**config.mk**
```make
export PLATFORM = sky130hd
export DESIGN_NAME = axi_led_pwm_flat
export DESIGN_NICKNAME = d
export VERILOG_FILES = /design/src/rtl/axi_led_pwm_if.sv /design/src/rtl/axi_led_pwm.sv /design/src/flat_wrapper.sv
export SDC_FILE = /design/constraint.sdc
export NUM_CORES = 1
export LEC_CHECK = 0
export CAP_MARGIN = 20
export CORE_MARGIN = 4
export CORE_UTILIZATION = 35
export DETAILED_ROUTE_END_ITERATION = 10
export SLEW_MARGIN = 20
export SYNTH_ARGS = -nofsm -noshare
export SYNTH_HDL_FRONTEND = slang
export SYNTH_SLANG_ARGS = --single-unit
```
**constraint.sdc**
```tcl
create_clock -name clk -period 9.9 [get_ports clk]
set_clock_uncertainty 0.1 [all_clocks]
set_input_delay 1.485 -clock clk [delete_from_list [all_inputs] [get_ports clk]]
set_output_delay 1.485 -clock clk [all_outputs]
set_load 0.005 [all_outputs]
```
**src/rtl/axi_led_pwm_if.sv**
```systemverilog
// AXI4-Lite register bus for axi_led_pwm. The slave modport is the LED block;
// the master modport is the interconnect or bench.
interface axi_led_pwm_if #(parameter int AXI_ADDR_BW_p = 12);
  logic [AXI_ADDR_BW_p-1:0] i_axi_awaddr;
  logic                     i_axi_awvalid;
  logic                     o_axi_awready;
  logic [31:0]              i_axi_wdata;
  logic                     i_axi_wvalid;
  logic                     o_axi_wready;
  logic [1:0]               o_axi_bresp;
  logic                     o_axi_bvalid;
  logic                     i_axi_bready;
  logic [AXI_ADDR_BW_p-1:0] i_axi_araddr;
  logic                     i_axi_arvalid;
  logic                     o_axi_arready;
  logic [31:0]              o_axi_rdata;
  logic [1:0]               o_axi_rresp;
  logic                     o_axi_rvalid;
  logic                     i_axi_rready;

  modport slave (
    input  i_axi_awaddr, i_axi_awvalid, i_axi_wdata, i_axi_wvalid, i_axi_bready,
           i_axi_araddr, i_axi_arvalid, i_axi_rready,
    output o_axi_awready, o_axi_wready, o_axi_bresp, o_axi_bvalid,
           o_axi_arready, o_axi_rdata, o_axi_rresp, o_axi_rvalid
  );
  modport master (
    output i_axi_awaddr, i_axi_awvalid, i_axi_wdata, i_axi_wvalid, i_axi_bready,
           i_axi_araddr, i_axi_arvalid, i_axi_rready,
    input  o_axi_awready, o_axi_wready, o_axi_bresp, o_axi_bvalid,
           o_axi_arready, o_axi_rdata, o_axi_rresp, o_axi_rvalid
  );
endinterface

```
**src/rtl/axi_led_pwm.sv**
```systemverilog
// AXI4-Lite LED PWM controller: per-LED duty bank, global enable/mask and a prescaled PWM counter.
// Define AXI_LED_PWM_BLINK_EN to add BLINK_MASK (0x010) / BLINK_HALF (0x014) blinking.

module axi_led_pwm_fifo2 #(parameter int W = 8) (
  input  logic         clk,
  input  logic         rst,
  input  logic         push,
  input  logic [W-1:0] din,
  input  logic         pop,
  output logic [W-1:0] dout,
  output logic         empty,
  output logic         full
);
  logic [1:0][W-1:0] mem;
  logic              wp, rp;
  logic [1:0]        cnt;

  always_ff @(posedge clk) if (push) mem[wp] <= din;

  always_ff @(posedge clk or posedge rst) begin
    if (rst) begin
      wp  <= 1'b0;
      rp  <= 1'b0;
      cnt <= 2'd0;
    end else begin
      if (push) wp <= ~wp;
      if (pop)  rp <= ~rp;
      cnt <= cnt + {1'b0, push} - {1'b0, pop};
    end
  end

  assign dout  = mem[rp];
  assign empty = (cnt == 2'd0);
  assign full  = (cnt == 2'd2);
endmodule

module axi_led_pwm_lane #(parameter int PWM_BW_p = 8) (
  input  logic                clk,
  input  logic                rst,
  input  logic                duty_we,
  input  logic [PWM_BW_p:0]   duty_wd,
  input  logic                wrap,
  input  logic [PWM_BW_p-1:0] pwm_cnt,
  input  logic                gate,
  output logic [PWM_BW_p:0]   duty_q,
  output logic                led
);
  logic [PWM_BW_p:0] duty_act;

  // duty_q is the software-visible shadow; duty_act only follows it at the period
  // boundary so a running PWM period never sees a mid-period width change.
  always_ff @(posedge clk or posedge rst) begin
    if (rst) begin
      duty_q   <= '0;
      duty_act <= '0;
      led      <= 1'b0;
    end else begin
      if (duty_we) duty_q   <= duty_wd;
      if (wrap)    duty_act <= duty_q;
      led <= gate & (duty_act > {1'b0, pwm_cnt});
    end
  end
endmodule

module axi_led_pwm #(
  parameter int AXI_ADDR_BW_p = 12,
  parameter int LED_NBR_p     = 8,
  parameter int PWM_BW_p      = 8
) (
  input  logic                 clk,
  input  logic                 rst,
  axi_led_pwm_if.slave         axi,
  output logic [LED_NBR_p-1:0] o_led
);
  localparam int AW = AXI_ADDR_BW_p;
  localparam logic [1:0] OKAY = 2'b00, SLVERR = 2'b10;

  typedef struct packed {
    logic       ok;
    logic       ro;
    logic       duty;
    logic [2:0] sel;
    logic [5:0] idx;
  } dec_t;

  function automatic dec_t decode(input logic [AW-1:0] a);
    dec_t d;
    d     = '0;
    d.sel = a[4:2];
    d.idx = a[7:2];
    if (a[1:0] == 2'b00) begin
      if (a[AW-1:5] == '0) begin
        case (a[4:2])
          3'd0, 3'd1, 3'd2: d.ok = 1'b1;
          3'd3: begin d.ok = 1'b1; d.ro = 1'b1; end
`ifdef AXI_LED_PWM_BLINK_EN
          3'd4, 3'd5: d.ok = 1'b1;
`endif
          default: d.ok = 1'b0;
        endcase
      end else if (a[AW-1:8] == {{(AW-9){1'b0}}, 1'b1} && {26'd0, a[7:2]} < LED_NBR_p) begin
        d.ok   = 1'b1;
        d.duty = 1'b1;
      end
    end
    return d;
  endfunction

  // request FIFOs
  logic [AW-1:0] aw_q, ar_q;
  logic [31:0]   w_q;
  logic          aw_e, w_e, ar_e, aw_f, w_f, ar_f;
  logic          wr_go, rd_go;

  assign axi.o_axi_awready = ~rst & ~aw_f;
  assign axi.o_axi_wready  = ~rst & ~w_f;
  assign axi.o_axi_arready = ~rst & ~ar_f;

  axi_led_pwm_fifo2 #(.W(AW)) u_aw (.clk(clk), .rst(rst),
    .push(axi.i_axi_awvalid & axi.o_axi_awready), .din(axi.i_axi_awaddr),
    .pop(wr_go), .dout(aw_q), .empty(aw_e), .full(aw_f));
  axi_led_pwm_fifo2 #(.W(32)) u_w (.clk(clk), .rst(rst),
    .push(axi.i_axi_wvalid & axi.o_axi_wready), .din(axi.i_axi_wdata),
    .pop(wr_go), .dout(w_q), .empty(w_e), .full(w_f));
  axi_led_pwm_fifo2 #(.W(AW)) u_ar (.clk(clk), .rst(rst),
    .push(axi.i_axi_arvalid & axi.o_axi_arready), .din(axi.i_axi_araddr),
    .pop(rd_go), .dout(ar_q), .empty(ar_e), .full(ar_f));

  dec_t wr_dec, rd_dec;
  logic wr_ok, reg_we;
  assign wr_dec = decode(aw_q);
  assign rd_dec = decode(ar_q);
  assign wr_go  = ~aw_e & ~w_e & (~axi.o_axi_bvalid | axi.i_axi_bready);
  assign rd_go  = ~ar_e & (~axi.o_axi_rvalid | axi.i_axi_rready);
  assign wr_ok  = wr_dec.ok & ~wr_dec.ro;
  assign reg_we = wr_go & wr_ok & ~wr_dec.duty;

  // control registers
  logic                 ctrl_en;
  logic [LED_NBR_p-1:0] led_en;
  logic [15:0]          prescale;
`ifdef AXI_LED_PWM_BLINK_EN
  logic [LED_NBR_p-1:0] blink_mask;
  logic [15:0]          blink_half, blink_cnt;
  logic                 blink_phase;
`endif

  always_ff @(posedge clk or posedge rst) begin
    if (rst) begin
      ctrl_en  <= 1'b0;
      led_en   <= '0;
      prescale <= '0;
`ifdef AXI_LED_PWM_BLINK_EN
      blink_mask <= '0;
      blink_half <= '0;
`endif
    end else if (reg_we) begin
      case (wr_dec.sel)
        3'd0: ctrl_en  <= w_q[0];
        3'd1: led_en   <= w_q[LED_NBR_p-1:0];
        3'd2: prescale <= w_q[15:0];
`ifdef AXI_LED_PWM_BLINK_EN
        3'd4: blink_mask <= w_q[LED_NBR_p-1:0];
        3'd5: blink_half <= w_q[15:0];
`endif
        default: ;
      endcase
    end
  end

  // prescaler and PWM counter
  logic [15:0]         psc_cnt;
  logic [PWM_BW_p-1:0] pwm_cnt;
  logic                tick, wrap;
  assign tick = (psc_cnt == prescale);
  assign wrap = tick & (pwm_cnt == '1);

  always_ff @(posedge clk or posedge rst) begin
    if (rst) begin
      psc_cnt <= '0;
      pwm_cnt <= '0;
    end else begin
      if (reg_we && wr_dec.sel == 3'd2) psc_cnt <= '0;
      else if (tick)                    psc_cnt <= '0;
      else                              psc_cnt <= psc_cnt + 16'd1;
      if (tick) pwm_cnt <= pwm_cnt + 1'b1;
    end
  end

`ifdef AXI_LED_PWM_BLINK_EN
  always_ff @(posedge clk or posedge rst) begin
    if (rst) begin
      blink_cnt   <= '0;
      blink_phase <= 1'b0;
    end else if (wrap) begin
      if (blink_cnt == blink_half) begin
        blink_cnt   <= '0;
        blink_phase <= ~blink_phase;
      end else begin
        blink_cnt <= blink_cnt + 16'd1;
      end
    end
  end
`endif

  // per-LED lanes
  logic [LED_NBR_p-1:0][PWM_BW_p:0] duty_q;
  for (genvar i = 0; i < LED_NBR_p; i++) begin : g_lane
    logic gate;
`ifdef AXI_LED_PWM_BLINK_EN
    assign gate = ctrl_en & led_en[i] & ~(blink_mask[i] & blink_phase);
`else
    assign gate = ctrl_en & led_en[i];
`endif
    axi_led_pwm_lane #(.PWM_BW_p(PWM_BW_p)) u_lane (
      .clk(clk), .rst(rst),
      .duty_we(wr_go & wr_ok & wr_dec.duty & (wr_dec.idx == 6'(i))),
      .duty_wd(w_q[PWM_BW_p:0]), .wrap(wrap), .pwm_cnt(pwm_cnt),
      .gate(gate), .duty_q(duty_q[i]), .led(o_led[i]));
  end

  // read mux samples pre-edge state, so a same-cycle write is not yet visible
  logic [31:0] rd_val;
  logic        rd_err;
  always_comb begin
    rd_val = 32'hDEADDEAD;
    rd_err = 1'b1;
    if (rd_dec.ok) begin
      rd_err = 1'b0;
      rd_val = '0;
      if (rd_dec.duty) begin
        for (int i = 0; i < LED_NBR_p; i++)
          if (rd_dec.idx == 6'(i)) rd_val[PWM_BW_p:0] = duty_q[i];
      end else begin
        case (rd_dec.sel)
          3'd0: rd_val[0]              = ctrl_en;
          3'd1: rd_val[LED_NBR_p-1:0]  = led_en;
          3'd2: rd_val[15:0]           = prescale;
          3'd3: rd_val[PWM_BW_p-1:0]   = pwm_cnt;
`ifdef AXI_LED_PWM_BLINK_EN
          3'd4: rd_val[LED_NBR_p-1:0]  = blink_mask;
          3'd5: rd_val[15:0]           = blink_half;
`endif
          default: rd_val = '0;
        endcase
      end
    end
  end

  // response channels: held until accepted
  always_ff @(posedge clk or posedge rst) begin
    if (rst) begin
      axi.o_axi_bvalid <= 1'b0;
      axi.o_axi_bresp  <= OKAY;
      axi.o_axi_rvalid <= 1'b0;
      axi.o_axi_rresp  <= OKAY;
      axi.o_axi_rdata  <= '0;
    end else begin
      if (wr_go) begin
        axi.o_axi_bvalid <= 1'b1;
        axi.o_axi_bresp  <= wr_ok ? OKAY : SLVERR;
      end else if (axi.i_axi_bready) begin
        axi.o_axi_bvalid <= 1'b0;
      end
      if (rd_go) begin
        axi.o_axi_rvalid <= 1'b1;
        axi.o_axi_rdata  <= rd_val;
        axi.o_axi_rresp  <= rd_err ? SLVERR : OKAY;
      end else if (axi.i_axi_rready) begin
        axi.o_axi_rvalid <= 1'b0;
      end
    end
  end

  logic unused_ok;
  assign unused_ok = ^{w_q, rd_dec};
endmodule
```
**src/flat_wrapper.sv**
```systemverilog
// flat-port wrapper written by rule: the top's interface ports become plain ports
module axi_led_pwm_flat 
#(
  parameter int AXI_ADDR_BW_p = 12,
  parameter int LED_NBR_p     = 8,
  parameter int PWM_BW_p      = 8
)
  (clk, rst, o_led, axi_i_axi_awaddr, axi_i_axi_awvalid, axi_i_axi_wdata, axi_i_axi_wvalid, axi_i_axi_bready, axi_i_axi_araddr, axi_i_axi_arvalid, axi_i_axi_rready, axi_o_axi_awready, axi_o_axi_wready, axi_o_axi_bresp, axi_o_axi_bvalid, axi_o_axi_arready, axi_o_axi_rdata, axi_o_axi_rresp, axi_o_axi_rvalid);
  axi_led_pwm_if #(.AXI_ADDR_BW_p(AXI_ADDR_BW_p)) axi_i ();
  input  logic clk;
  input  logic rst;
  output logic [LED_NBR_p-1:0] o_led;
  input wire logic [$bits(axi_i.i_axi_awaddr)-1:0] axi_i_axi_awaddr;
  input wire logic [$bits(axi_i.i_axi_awvalid)-1:0] axi_i_axi_awvalid;
  input wire logic [$bits(axi_i.i_axi_wdata)-1:0] axi_i_axi_wdata;
  input wire logic [$bits(axi_i.i_axi_wvalid)-1:0] axi_i_axi_wvalid;
  input wire logic [$bits(axi_i.i_axi_bready)-1:0] axi_i_axi_bready;
  input wire logic [$bits(axi_i.i_axi_araddr)-1:0] axi_i_axi_araddr;
  input wire logic [$bits(axi_i.i_axi_arvalid)-1:0] axi_i_axi_arvalid;
  input wire logic [$bits(axi_i.i_axi_rready)-1:0] axi_i_axi_rready;
  output wire logic [$bits(axi_i.o_axi_awready)-1:0] axi_o_axi_awready;
  output wire logic [$bits(axi_i.o_axi_wready)-1:0] axi_o_axi_wready;
  output wire logic [$bits(axi_i.o_axi_bresp)-1:0] axi_o_axi_bresp;
  output wire logic [$bits(axi_i.o_axi_bvalid)-1:0] axi_o_axi_bvalid;
  output wire logic [$bits(axi_i.o_axi_arready)-1:0] axi_o_axi_arready;
  output wire logic [$bits(axi_i.o_axi_rdata)-1:0] axi_o_axi_rdata;
  output wire logic [$bits(axi_i.o_axi_rresp)-1:0] axi_o_axi_rresp;
  output wire logic [$bits(axi_i.o_axi_rvalid)-1:0] axi_o_axi_rvalid;
  assign axi_i.i_axi_awaddr = axi_i_axi_awaddr;
  assign axi_i.i_axi_awvalid = axi_i_axi_awvalid;
  assign axi_i.i_axi_wdata = axi_i_axi_wdata;
  assign axi_i.i_axi_wvalid = axi_i_axi_wvalid;
  assign axi_i.i_axi_bready = axi_i_axi_bready;
  assign axi_i.i_axi_araddr = axi_i_axi_araddr;
  assign axi_i.i_axi_arvalid = axi_i_axi_arvalid;
  assign axi_i.i_axi_rready = axi_i_axi_rready;
  assign axi_o_axi_awready = axi_i.o_axi_awready;
  assign axi_o_axi_wready = axi_i.o_axi_wready;
  assign axi_o_axi_bresp = axi_i.o_axi_bresp;
  assign axi_o_axi_bvalid = axi_i.o_axi_bvalid;
  assign axi_o_axi_arready = axi_i.o_axi_arready;
  assign axi_o_axi_rdata = axi_i.o_axi_rdata;
  assign axi_o_axi_rresp = axi_i.o_axi_rresp;
  assign axi_o_axi_rvalid = axi_i.o_axi_rvalid;
  axi_led_pwm #(.AXI_ADDR_BW_p(AXI_ADDR_BW_p), .LED_NBR_p(LED_NBR_p), .PWM_BW_p(PWM_BW_p)) u_core (.clk(clk), .rst(rst), .axi(axi_i), .o_led(o_led));
endmodule
```
Yosys cells after proc, flatten, opt, wreduce, memory -nomap -nowiden
Index checks and enable logic that the tools add are counted.
Operators by class
  add/sub/neg operators: 8
  magnitude comparators: 19
  equal/unequal tests: 27
  mux-type cells: 51
  bitwise gates (word level): 57
  reduce and logical (&&, ||, !) cells: 24
Operators with widths (count)
  2-to-1 mux 9 bit: 9
  > comparator 9 x 8 -> 1 bit: 8
  2-to-1 mux 12 bit: 6
  bitwise mux 64 bit: 1
  2-to-1 mux 16 bit: 4
  2-to-1 mux 32 bit: 2
  bitwise mux 24 bit: 2
  equality test 6 x 3 -> 1 bit, second input constant: 8
  bitwise AND 1 bit: 38
  demux 32 bit (select 1 bit): 1
  demux 12 bit (select 1 bit): 2
  equality test 6 x 2 -> 1 bit, second input constant: 4
  case mux 7 bit (3 select lines): 1
  NOT 1 bit: 17
  adder 16 x 1 -> 16 bit, second input constant: 1
  equality test 16 bit: 1
  2-to-1 mux 1 bit: 16
  zero test 7 bit: 2
  equality test 3 x 2 -> 1 bit, second input constant: 4
  equality test 6 x 1 -> 1 bit, second input constant: 2
  zero test 6 bit: 2
  < comparator 1 x 2 -> 1 bit, second input constant: 6
  < comparator 6 x 4 -> 1 bit, second input constant: 2
  zero test 2 bit: 5
  19 further kinds: 42
Word-level totals
  bits in registers: 363
  input bits: 63
  output and inout port bits: 49
  logic and storage cells: 235

Logic depth before layout (Yosys ltp)
  depth in word-level cells: 13
  depth in mapped cells: 10
  gate-level depth less buffers: 8

Hierarchy
Synthesis repeated with hierarchy kept, for this count alone.
Second synthesis, totals
  cells, all modules: 1217
  area total of the unflattened synthesis: 16385.7 sq um
By module, submodules not included
  axi_led_pwm_lane: instances 8, cells each 69, area each 895.9 sq um, sequential area each 475.5 sq um
  axi_led_pwm: instances 1, cells each 443, area each 4354.2 sq um, sequential area each 1726.7 sq um
  axi_led_pwm_fifo2 at u_core.u_w: instances 1, cells each 116, area each 2662.6 sq um, sequential area each 2021.9 sq um
  axi_led_pwm_fifo2 at u_core.u_ar ...: instances 2, cells each 53, area each 1101.1 sq um, sequential area each 820.8 sq um

Worst setup path before layout
Ideal clock, no wire load.
  kind: input to output
  start point: input port rst
  end point: output port axi_o_axi_arready
  arrival: 1.671 ns
  required time: 8.315 ns
  slack: 6.644 ns
  stages on the path: 1
  buffers on the path: 0
  cell sequence: a21oi_1
Between the ends
  longest elaborated chain between the ends: 2
RTL lines
  start: declaration: RTL line flat_wrapper.sv:11  | input logic rst;
  NOT 1 bit: RTL line axi_led_pwm.sv:117  | assign axi.o_axi_arready = ~rst & ~ar_f;
  bitwise AND 1 bit: RTL line axi_led_pwm.sv:117
  end: declaration: RTL line flat_wrapper.sv:25  | output wire logic [$bits(axi_i.o_axi_arready)-1:0] axi_o_axi_arready;
No other way between the ends.

Worst setup path after layout
Ends and elaborated chain as after synthesis.

==> impl_metrics.csv <==
group,metric,value,unit
outcome,outcome,"completed",
setup_path,critPathCaptureType,"output port",
route,num_vias,9395,
global_routing,grt_pass1_wl,58300,µm
floorplanning,coreArea,41900,µm²
floorplanning,die_w,214,µm
synth,synth_top_family_by_area,"multiplexers",
cells_and_area,final_util,41.2,%
global_routing,antenna_found_initial,3,
setup_path,crit_fanout,4,
route,post_drt_via_cell_ratio,5.31,
sta,fin_tns_setup,0,ns
floorplanning,initial_core_util,35.3,%
place,dp_hpwl,26700,µm
floorplanning,placementRows,75,
global_routing,grt_pass1_vias,9539,
synth,netlist_instances,1124,
route,wl_met1,17400,µm
sta,report.final.hold_viol_count,0,
cts,cts-root-buf,"clkbuf_16",
worst_hold_path,worstHoldPathType,"reg -> reg",
cells_and_area,final_cells,1768,
route,finalWirelength,38300,µm
power,finalPower,3.65,mW
cts,cts.sinks,313,
setup_path,timing.critical_path.mode_cell,"clkdlybuf4s50_1",
sta,fmax,0.222,GHz
route,drt-initial-drc-count,691,
setup_path,worstSetupPathType,"in -> out",
cts,post_cts_buffers,0,
synth,ys_seq_area_share,55.7,%
synth,synthXorXnorAreaFrac,2.90,%
route,topRoutingLayerUsed,"met5",
power,ir_worst_vdd,0.144,mV
synth,synth_edf_count,80,
global_routing,grt_overflow,0,
route,route.detailed.drc,0,
sta,hold_ws,0.394,ns
route,dr.pass1.iters,5,
setup_path,cp_cell_sequence,"clkdlybuf4s50_1 > a21oi_1 > clkdlybuf4s50_1",
power,leakage,7.49,nW
sta,setup_viol,0,
place,gp_congestion,0.845,
route,wl_met2,17200,µm
place,port_buffers,88,
synth,async_flop_share,74.4,%
floorplanning,die_area,45600,µm²
cells_and_area,stdcell_area,17200,µm²
synth,synth_simple_gate_area_share,8.47,%
route,wl_per_cell,21.6,µm
setup_path,critPathLaunchType,"primary input",
setup_path,crit_required,8.32,ns
synth,synth_area_leaders,"dfrtp_1 (39%), edfxtp_1 (16%), mux2_2 (12%)",
synth,synth_top_area_share,39.4,%
setup_path,slowest_delay,0.57,ns
route,wl_met3,2260,µm
sta,fin_crit_sh,45.5,%
synth,syn-mean-instance-area,13.2,µm²
cells_and_area,final_nets,1339,
power,powerDensity,212,nW/µm²
cells_and_area,syn_to_final_growth,16.5,%
global_routing,grt_max_degree,87,
global_routing,track_usage,16.7,%
synth,synth-compound-area-share,8.52,%
synth,synth_warnings,0,
place,dpl-instance-area,16100,µm²
cells_and_area,drive_above_1_share,20.3,%
sta,maxSlewViolCount,0,
setup_path,cpMaxStageDelayCell,"clkdlybuf4s50_1",
run,maxCapViolCount,0,
sta,timing.final.ws_setup,5.39,ns
cells_and_area,diodes,0,
cts,cts_buffers,36,
cts,cts_htree_levels,2,
route,detail-route-antenna-nets,0,
floorplanning,ioPinCount,112,
synth,ys_ff_latch,313,
cts,path_clk_slew,0.05,ns
synth,synthFlopType,"dfrtp_1",
setup_path,crit_arrival,2.92,ns
cts,tritoncts,"built",
synth,synth_top_cell_by_area,"dfrtp_1",
cts,clk_latency,0.52,ns
synth,yosys.cell_count.top_type,"dfrtp_1",
sta,rsz0062_at_grt,"no",
sta,tightestPinTransition,1.17,ns
setup_path,rrSetupSlack,6.45,ns
synth,yosys-top-cells-count,"dfrtp_1 (233), mux2_2 (155), edfxtp_1 (80)",
place,post-place-ws,5.33,ns
synth,synth_fa_ha_area_share,6.09,%
synth,yosys.cell_types.count,69,
cts,cts_buffer_depth,3,
sta,fin_crit,4.51,ns
cts,cts-hold-fix-buffers,0,
place,place_inst,1705,
cts,cts.repair.resized,0,
sta,relSlewSlack,22.0,%
synth,synthMuxAreaShare,14.9,%
floorplanning,die_h,214,µm
synth,synth_area,14800,µm²
-- flip-flops by register name, summed over array words and instances, names as in the netlist, 2 cells and up --
register                       cells
u_core.g_lane.u_lane.duty_act     72
u_core.g_lane.u_lane.duty_q       72
u_core.u_w.mem                    32
u_core.u_ar.mem                   24
u_core.u_aw.mem                   24
u_core.axi.o_axi_rdata            17
u_core.prescale                   16
u_core.psc_cnt                    16
u_core.g_lane.u_lane.led           8
u_core.led_en                      8
u_core.pwm_cnt                     8
u_core.u_ar.cnt                    2
u_core.u_aw.cnt                    2
u_core.u_w.cnt                     2
-- worst max-delay path: cells and delay by family --
kind,cells,cell delay (ns)
buffers and inverters,2,1.13
AOI/OAI and AO/OA,1,0.31
-- kinds of logic after synthesis --
| family | count (synthesis) |
|---|---|
| AOI/OAI and AO/OA | 171 |
| xor gates and xnor gates | 49 |
| adders and majority gates | 72 |
| buffers and inverters | 94 |
| DFF | 313 |
| muxes | 192 |
| other | 1 |
| and+or+nand+nor | 232 |
-- layout by cell type, fill, tap and decap left out, types with 11 or more instances in the layout --
cell type and instances:
mux2_4 18, nor2_1 53, ha_1 72, and3_1 11
dfrtp_1 233, clkbuf_16 37, edfxtp_1 80, clkdlybuf4s50_1 88
nand2_1 45, xnor2_1 39, o22a_1 12, mux2i_1 17
nand2b_1 14, nand3_1 19, mux2_2 155, nand4_1 26
a21oi_1 24, inv_1 32, o21ai_0 26, o21a_1 27
-- power breakdown --
part / leakage, nW / internal [mW] / total (mW) / switching [mW]
clock: 0.573 / 0.795 / 1.31 / 0.517
sequential: 3.87 / 1.43 / 1.54 / 0.117
combinational: 3.04 / 0.298 / 0.789 / 0.492
total: 7.49 / 2.52 / 3.65 / 1.13
-- worst paths after layout --
| path | from | end | cells after the start |
|---|---|---|---|
| min in group asynchronous | rst | u_core.u_w.cnt[0] | 2 |
| hold / removal | u_core.u_aw.wp | u_core.u_aw.wp | 1 |
| hold reg to reg | u_core.u_aw.wp | u_core.u_aw.wp | 1 |
| setup / recovery | rst | axi_o_axi_arready | 3 |
| setup reg to reg | u_core.u_ar.rp | u_core.axi.o_axi_rdata[3] | 7 |
| max in group asynchronous | rst | u_core.g_lane[7].u_lane.led | 3 |
-- area by class of cell --
class	instances	area, µm²
clock inverters	12	141
inverters	34	135
fillers	3935	24600
repair buffers	96	945
flip-flops and latches	313	8230
clock buffers	51	1020
multi-input cells	723	6080
well taps	539	674
-- layer usage --
layer	vias up	global-route usage [%]
met2	288	26.5
li1	4328	-
met4	6	5.58
met5	-	0
met1	4686	23.3
met3	87	3.37
Power figures use the tool's default switching activity.
